File: src/rtl/alarm_pkg.sv
// rtl/alarm_pkg.sv - shared types and constants for the alarm request arbiter
// Purpose: state enum, requester indices and requester count.
// Ports: none (package).
package alarm_pkg;

  localparam int NUM_REQ = 4;

  // Requester indices; a higher index means a higher priority.
  localparam int REQ_KEY    = 0;
  localparam int REQ_CHIME  = 1;
  localparam int REQ_SNOOZE = 2;
  localparam int REQ_ALARM  = 3;

  typedef enum logic [1:0] {
    IDLE   = 2'd0,
    ACTIVE = 2'd1,
    GAP    = 2'd2
  } arb_state_e;

endpackage

File: src/rtl/alarm_req_arbiter_if.sv
// rtl/alarm_req_arbiter_if.sv - request/grant bundle between event sources and arbiter
// Purpose: groups the request/done inputs and grant/status outputs of the arbiter.
// Signals: req[3:0], done (to arbiter); grant[3:0], grant_id[1:0], busy, timeout (from arbiter).
// Modports: slave = arbiter side, master = requester/driver side.
interface alarm_req_arbiter_if;
  import alarm_pkg::*;

  logic [NUM_REQ-1:0] req;
  logic               done;
  logic [NUM_REQ-1:0] grant;
  logic [1:0]         grant_id;
  logic               busy;
  logic               timeout;

  modport slave (
    input  req,
    input  done,
    output grant,
    output grant_id,
    output busy,
    output timeout
  );

  modport master (
    output req,
    output done,
    input  grant,
    input  grant_id,
    input  busy,
    input  timeout
  );

endinterface

File: src/rtl/req_prio_select.sv
// rtl/req_prio_select.sv - combinational highest-set-index select
// Purpose: picks the highest set bit of the request vector (index 3 wins).
// Ports: i_req[3:0] request vector; o_valid any bit set; o_idx[1:0] highest set index (0 when none).
module req_prio_select
  import alarm_pkg::*;
(
  input  logic [NUM_REQ-1:0] i_req,
  output logic               o_valid,
  output logic [1:0]         o_idx
);

  always_comb begin
    o_valid = 1'b0;
    o_idx   = 2'd0;
    // Ascending scan: the last set bit seen is the highest one.
    for (int i = 0; i < NUM_REQ; i++) begin
      if (i_req[i]) begin
        o_valid = 1'b1;
        o_idx   = 2'(i);
      end
    end
  end

endmodule

File: src/rtl/alarm_req_arbiter.sv
// rtl/alarm_req_arbiter.sv - fixed-priority buzzer/display arbiter with hold, timeout, preempt and dead time
// Purpose: grants the shared buzzer to one of four requesters (3 = alarm highest),
//          holds it until done/withdraw/timeout/preempt, then inserts GAP_CYCLES of dead time.
// Ports: clk rising-edge clock; rst_n async active-low reset;
//        bus (slave): req[3:0], done in; grant[3:0], grant_id[1:0], busy, timeout out (all registered).
module alarm_req_arbiter
  import alarm_pkg::*;
#(
  parameter int MAX_HOLD   = 1024,
  parameter int GAP_CYCLES = 4,
  parameter int PREEMPT    = 0
) (
  input  logic               clk,
  input  logic               rst_n,
  alarm_req_arbiter_if.slave bus
);

  localparam int HW = $clog2(MAX_HOLD);
  localparam int GW = (GAP_CYCLES > 0) ? $clog2(GAP_CYCLES + 1) : 1;
  localparam logic [HW-1:0] HOLD_LAST = HW'(MAX_HOLD - 1);
  localparam logic [GW-1:0] GAP_LAST  = GW'((GAP_CYCLES > 0) ? (GAP_CYCLES - 1) : 0);
  localparam logic [NUM_REQ-1:0] ONE_HOT0 = NUM_REQ'(1);

  arb_state_e         r_state;
  logic [NUM_REQ-1:0] r_grant;
  logic [1:0]         r_grant_id;
  logic               r_busy;
  logic               r_timeout;
  logic [HW-1:0]      r_hold;
  logic [GW-1:0]      r_gap;

  logic       w_sel_valid;
  logic [1:0] w_sel_idx;
  logic       w_withdraw;
  logic       w_expired;
  logic       w_preempt;
  logic       w_release;

  // One selector serves both the IDLE choice and the preempt compare: the
  // highest pending index is above the owner exactly when a higher bit is set.
  req_prio_select u_sel (
    .i_req   (bus.req),
    .o_valid (w_sel_valid),
    .o_idx   (w_sel_idx)
  );

  assign w_withdraw = ~bus.req[r_grant_id];
  assign w_expired  = (r_hold == HOLD_LAST);
  assign w_preempt  = (PREEMPT != 0) && w_sel_valid && (w_sel_idx > r_grant_id);
  assign w_release  = bus.done | w_withdraw | w_expired | w_preempt;

  always_ff @(posedge clk or negedge rst_n) begin
    if (!rst_n) begin
      r_state    <= IDLE;
      r_grant    <= '0;
      r_grant_id <= '0;
      r_busy     <= 1'b0;
      r_timeout  <= 1'b0;
      r_hold     <= '0;
      r_gap      <= '0;
    end else begin
      r_timeout <= 1'b0;
      unique case (r_state)
        IDLE: begin
          if (w_sel_valid) begin
            r_state    <= ACTIVE;
            r_grant    <= ONE_HOT0 << w_sel_idx;
            r_grant_id <= w_sel_idx;
            r_busy     <= 1'b1;
            r_hold     <= '0;
          end else begin
            r_busy <= 1'b0;
          end
        end
        ACTIVE: begin
          if (w_release) begin
            r_grant    <= '0;
            r_grant_id <= '0;
            // Timeout only when the hold limit alone caused the release.
            r_timeout  <= w_expired & ~bus.done & ~w_withdraw & ~w_preempt;
            if (GAP_CYCLES > 0) begin
              r_state <= GAP;
              r_busy  <= 1'b1;
              r_gap   <= '0;
            end else begin
              r_state <= IDLE;
              r_busy  <= 1'b0;
            end
          end else begin
            r_hold <= r_hold + 1'b1;
          end
        end
        GAP: begin
          if (r_gap == GAP_LAST) begin
            r_state <= IDLE;
            r_busy  <= 1'b0;
          end else begin
            r_gap <= r_gap + 1'b1;
          end
        end
        default: begin
          r_state <= IDLE;
          r_busy  <= 1'b0;
        end
      endcase
    end
  end

  assign bus.grant    = r_grant;
  assign bus.grant_id = r_grant_id;
  assign bus.busy     = r_busy;
  assign bus.timeout  = r_timeout;

endmodule

File: src/flat_wrapper.sv
// flat-port wrapper written by rule: the top's interface ports become plain ports
module alarm_req_arbiter_flat import alarm_pkg::*;
#(
  parameter int MAX_HOLD   = 1024,
  parameter int GAP_CYCLES = 4,
  parameter int PREEMPT    = 0
)
  (clk, rst_n, bus_req, bus_done, bus_grant, bus_grant_id, bus_busy, bus_timeout);
  alarm_req_arbiter_if bus_i ();
  input  logic clk;
  input  logic rst_n;
  input wire logic [$bits(bus_i.req)-1:0] bus_req;
  input wire logic [$bits(bus_i.done)-1:0] bus_done;
  output wire logic [$bits(bus_i.grant)-1:0] bus_grant;
  output wire logic [$bits(bus_i.grant_id)-1:0] bus_grant_id;
  output wire logic [$bits(bus_i.busy)-1:0] bus_busy;
  output wire logic [$bits(bus_i.timeout)-1:0] bus_timeout;
  assign bus_i.req = bus_req;
  assign bus_i.done = bus_done;
  assign bus_grant = bus_i.grant;
  assign bus_grant_id = bus_i.grant_id;
  assign bus_busy = bus_i.busy;
  assign bus_timeout = bus_i.timeout;
  alarm_req_arbiter #(.MAX_HOLD(MAX_HOLD), .GAP_CYCLES(GAP_CYCLES), .PREEMPT(PREEMPT)) u_core (.clk(clk), .rst_n(rst_n), .bus(bus_i));
endmodule
File: config.mk
export PLATFORM = sky130hd
export DESIGN_NAME = alarm_req_arbiter_flat
export DESIGN_NICKNAME = d
export VERILOG_FILES = /design/src/rtl/alarm_pkg.sv /design/src/rtl/alarm_req_arbiter_if.sv /design/src/rtl/req_prio_select.sv /design/src/rtl/alarm_req_arbiter.sv /design/src/flat_wrapper.sv
export SDC_FILE = /design/constraint.sdc
export NUM_CORES = 1
export LEC_CHECK = 0
export CAP_MARGIN = 20
export CELL_PAD_IN_SITES_DETAIL_PLACEMENT = 1
export CELL_PAD_IN_SITES_GLOBAL_PLACEMENT = 1
export CORE_ASPECT_RATIO = 0.9
export CORE_MARGIN = 2
export CORE_UTILIZATION = 44
export DETAILED_ROUTE_END_ITERATION = 16
export DONT_BUFFER_PORTS = 1
export PLACE_DENSITY_LB_ADDON = 0.2
export SLEW_MARGIN = 20
export SYNTH_ARGS = -nofsm -noshare
export SYNTH_HDL_FRONTEND = slang
export SYNTH_SLANG_ARGS = --single-unit
export TNS_END_PERCENT = 30
File: constraint.sdc
create_clock -name clk -period 1.61 [get_ports clk]
set_input_delay 0.322 -clock clk [delete_from_list [all_inputs] [get_ports clk]]
set_output_delay 0.322 -clock clk [all_outputs]
set_load 0.01 [all_outputs]
==> impl_metrics.ini <==
[timing]
setup_viol = 22
fmaxAchievable_mhz = 537.5
hold_viol = 0
period_share_pct = 115.5
hold-worst-slack_ns = 0.09534
rsz0062_at_grt = yes
min_period_ns = 1.860
setup_ws_ns = -0.2503
relSlewSlack_pct = 59.56
worst_pin_slew_ns = 0.6011
maxSlewViolCount = 0
fin_worst_skew_ns = 0.01778

[power]
finalPower_mw = 2.687
powerDensity_nw_per_um2 = 1520
ir_drop_mv = 0.5560
leakagePower_nw = 0.8670

[synthesis]
synth_flop_cell = dfrtp_1
yosysSeqAreaShare_pct = 43.40
yosys_warnings = 0
async_reset_ff_share_pct = 100.0
syn_nets = 140
synth_edf_count = 0
netlist_area_um2 = 1326
synth_area_leaders = dfrtp_1 43%, a22o_1 6.6%, ha_1 6.6%
syn_avg_cell_area_um2 = 10.53
synth_area_leader_cell = dfrtp_1
syn_inst = 126
netlist.area_leader.share_pct = 43.40
yosysUniqueCellTypes = 37
ys_ff_latch = 23

[final_layout]
syn_to_final_growth_pct = 33.30
fin_cells = 205
final_area_um2 = 1768
nNetsFinal = 180
drive_gt1_share_pct = 37.58
fillCellCount = 305
n_antenna_cell = 0

[floorplan]
coreArea_um2 = 2815
ios = 15
dieArea_um2 = 3470
start_util_pct = 47.11
die_w_um = 61.87
rows = 18
die_h_um = 56.09

[cts]
cts_sinks = 23
tritoncts = done
clockBufferDepth = 2
insertion_delay_ns = 0.32
clk_pin_slew_worst_paths_ns = 0.12
clockRootBuffer = clkbuf_4
h-tree-depth = 1
numCtsBuffers = 3

[grt]
grt_pass1_vias = 1355
grt_overflow = 0
use_met3_pct = 5.581
use_met1_pct = 27.87
grt-busiest-layer = met2
use_met2_pct = 43.31
grt_use_total_pct = 24.54
antenna_found_initial = 0
grt_pass1_wl_um = 6320
grt_start_max_net_pins = 24

[place]
port_buffers = 0
pre_cts_ws_ns = -0.2158
placed_area_um2 = 1589
gp_congestion = 0.7837
dp_cells = 192
dpl.hpwl_um = 2599

[run_status]
violations = setup timing
status = finished with violations

[critical_path]
cp-end-kind = flop
path_class = reg2reg
cp.required_ns = 1.80
path_max_fanout = 8
critPathArrivalTime_ns = 2.05
worst_setup_path_start_kind = flop

[drt]
firstDrtPassIters = 4
wl_per_cell_um = 19.69
vias_per_cell = 5.971
num_vias = 1224
drc = 0
drt_iter0_markers = 80
drtAntennaViolNets = 0
wl_um = 4037

[flow_run]
max_cap_viol_count = 0

[worst_hold_path]
hold_class = in2reg
==> layout by cell type (no fill, tap or decap), types with 2 or more instances in the layout <==
cell type / n
o2bb2ai_1: 2
nor2_1: 6
nor2_2: 4
ha_4: 2
clkbuf_4: 3
xor2_1: 7
buf_6: 3
o21ai_0: 4
a22o_1: 10
o21ai_2: 2
nand2_1: 3
nor4_1: 4
nor2b_1: 3
inv_1: 5
ha_1: 4
nand3_1: 9
buf_4: 32
dfrtp_1: 23
a21oi_1: 4
or4_1: 3
mux2_4: 3
nand2b_1: 2
==> area by class of cell <==
class | instances | area [um2] | share of cell area (%)
inverters | 5 | 18.77 | 1.062
clock buffers | 4 | 26.28 | 1.486
repair buffers | 37 | 289.0 | 16.35
flip-flops and latches | 23 | 575.6 | 32.55
well taps | 40 | 50.05 | 2.831
multi-input cells | 96 | 808.3 | 45.72
==> path summary, 6_finish.rpt <==
kind	cells past startpoint	to	slack (ns)	startpoint
worst max-delay path	6	u_core.r_gap[2]$_DFFE_PN0P_	-0.25	u_core.bus.grant_id[1]$_DFFE_PN0P_
worst min-delay path	1	u_core.bus.grant[2]$_DFFE_PN0P_	0.1	bus_req[3]
worst max register to register	6	u_core.r_gap[2]$_DFFE_PN0P_	-0.25	u_core.bus.grant_id[1]$_DFFE_PN0P_
worst min register to register	2	u_core.r_gap[1]$_DFFE_PN0P_	0.59	u_core.r_gap[1]$_DFFE_PN0P_
max in group asynchronous	2	u_core.r_hold[9]$_DFFE_PN0P_	0.72	rst_n
min in group asynchronous	2	u_core.r_gap[1]$_DFFE_PN0P_	0.51	rst_n
==> logic make-up (layout without fill, tap and decap cells) <==
group,after synthesis,in the layout,synth area share [%]
flops,23,23,43.40
mux,4,4,3.679
simple gates,46,47,21.13
buf+inv,8,46,2.264
xor+xnor,7,7,4.623
fa+ha+maj,7,7,6.603
compound gates,31,31,18.30
==> state kept, by name (all words and copies together) (netlist names) <==
register / flops
u_core.r_state: 2
u_core.r_hold: 10
u_core.bus.grant_id: 2
u_core.bus.timeout: 1
u_core.r_gap: 3
u_core.bus.grant: 4
u_core.bus.busy: 1
==> metal layers <==
metal | part of all wire [%] | vias up
met4 | 1.9 | 0
met5 | 0 | -
met1 | 41 | 631
li1 | - | 554
met3 | 3.9 | 8
met2 | 54 | 31
==> through the flow <==
step / setup TNS [ns] / util [%]
floorplan: -0.8138 / -
global placement: -1.184 / 56.44
global route: -4.065 / 62.80
CTS: -1.630 / 60.80
detailed placement: -2.232 / 56.44
finish: -2.461 / 62.80
==> worst max-delay path, cell delays in order (launching register included) <==
cell and delay (ns):
dfrtp_1 0.43, mux2_4 0.33, a22oi_4 0.35, buf_4 0.19, nor3b_2 0.06, o21ai_0 0.25
nand3_1 0.13
==> synthesized netlist by cell type, types with 2 or more instances <==
| cell type | number |
|---|---|
| ha_1 | 7 |
| o2bb2ai_1 | 2 |
| o21a_1 | 2 |
| or4_1 | 3 |
| nor3_1 | 2 |
| o21ai_0 | 6 |
| nand2b_1 | 3 |
| xor2_1 | 7 |
| inv_1 | 5 |
| a22o_1 | 10 |
| nor4_1 | 4 |
| clkbuf_1 | 2 |
| nand3_1 | 9 |
| dfrtp_1 | 23 |
| nand2_1 | 4 |
| nor2b_1 | 3 |
| nor2_1 | 10 |
| a21oi_1 | 4 |
| mux2_2 | 2 |
==> where the power goes <==
group / leakage [nW] / total [mW] / internal, mW / switching [mW]
registers: 0.307 / 0.845 / 0.712 / 0.134
logic: 0.545 / 1.57 / 0.773 / 0.794
clock network: 0.0150 / 0.275 / 0.0969 / 0.178
==> repair_timing <==
item,in CTS,in global routing
pin swaps,9,2
hold endpoints to repair,23,23
cloned,1,0
setup endpoints to repair,20,22
setup buffers,5,1
resized for setup,9,12
hold buffers,1,1
No activity file was read; power rests on OpenSTA's default activity.
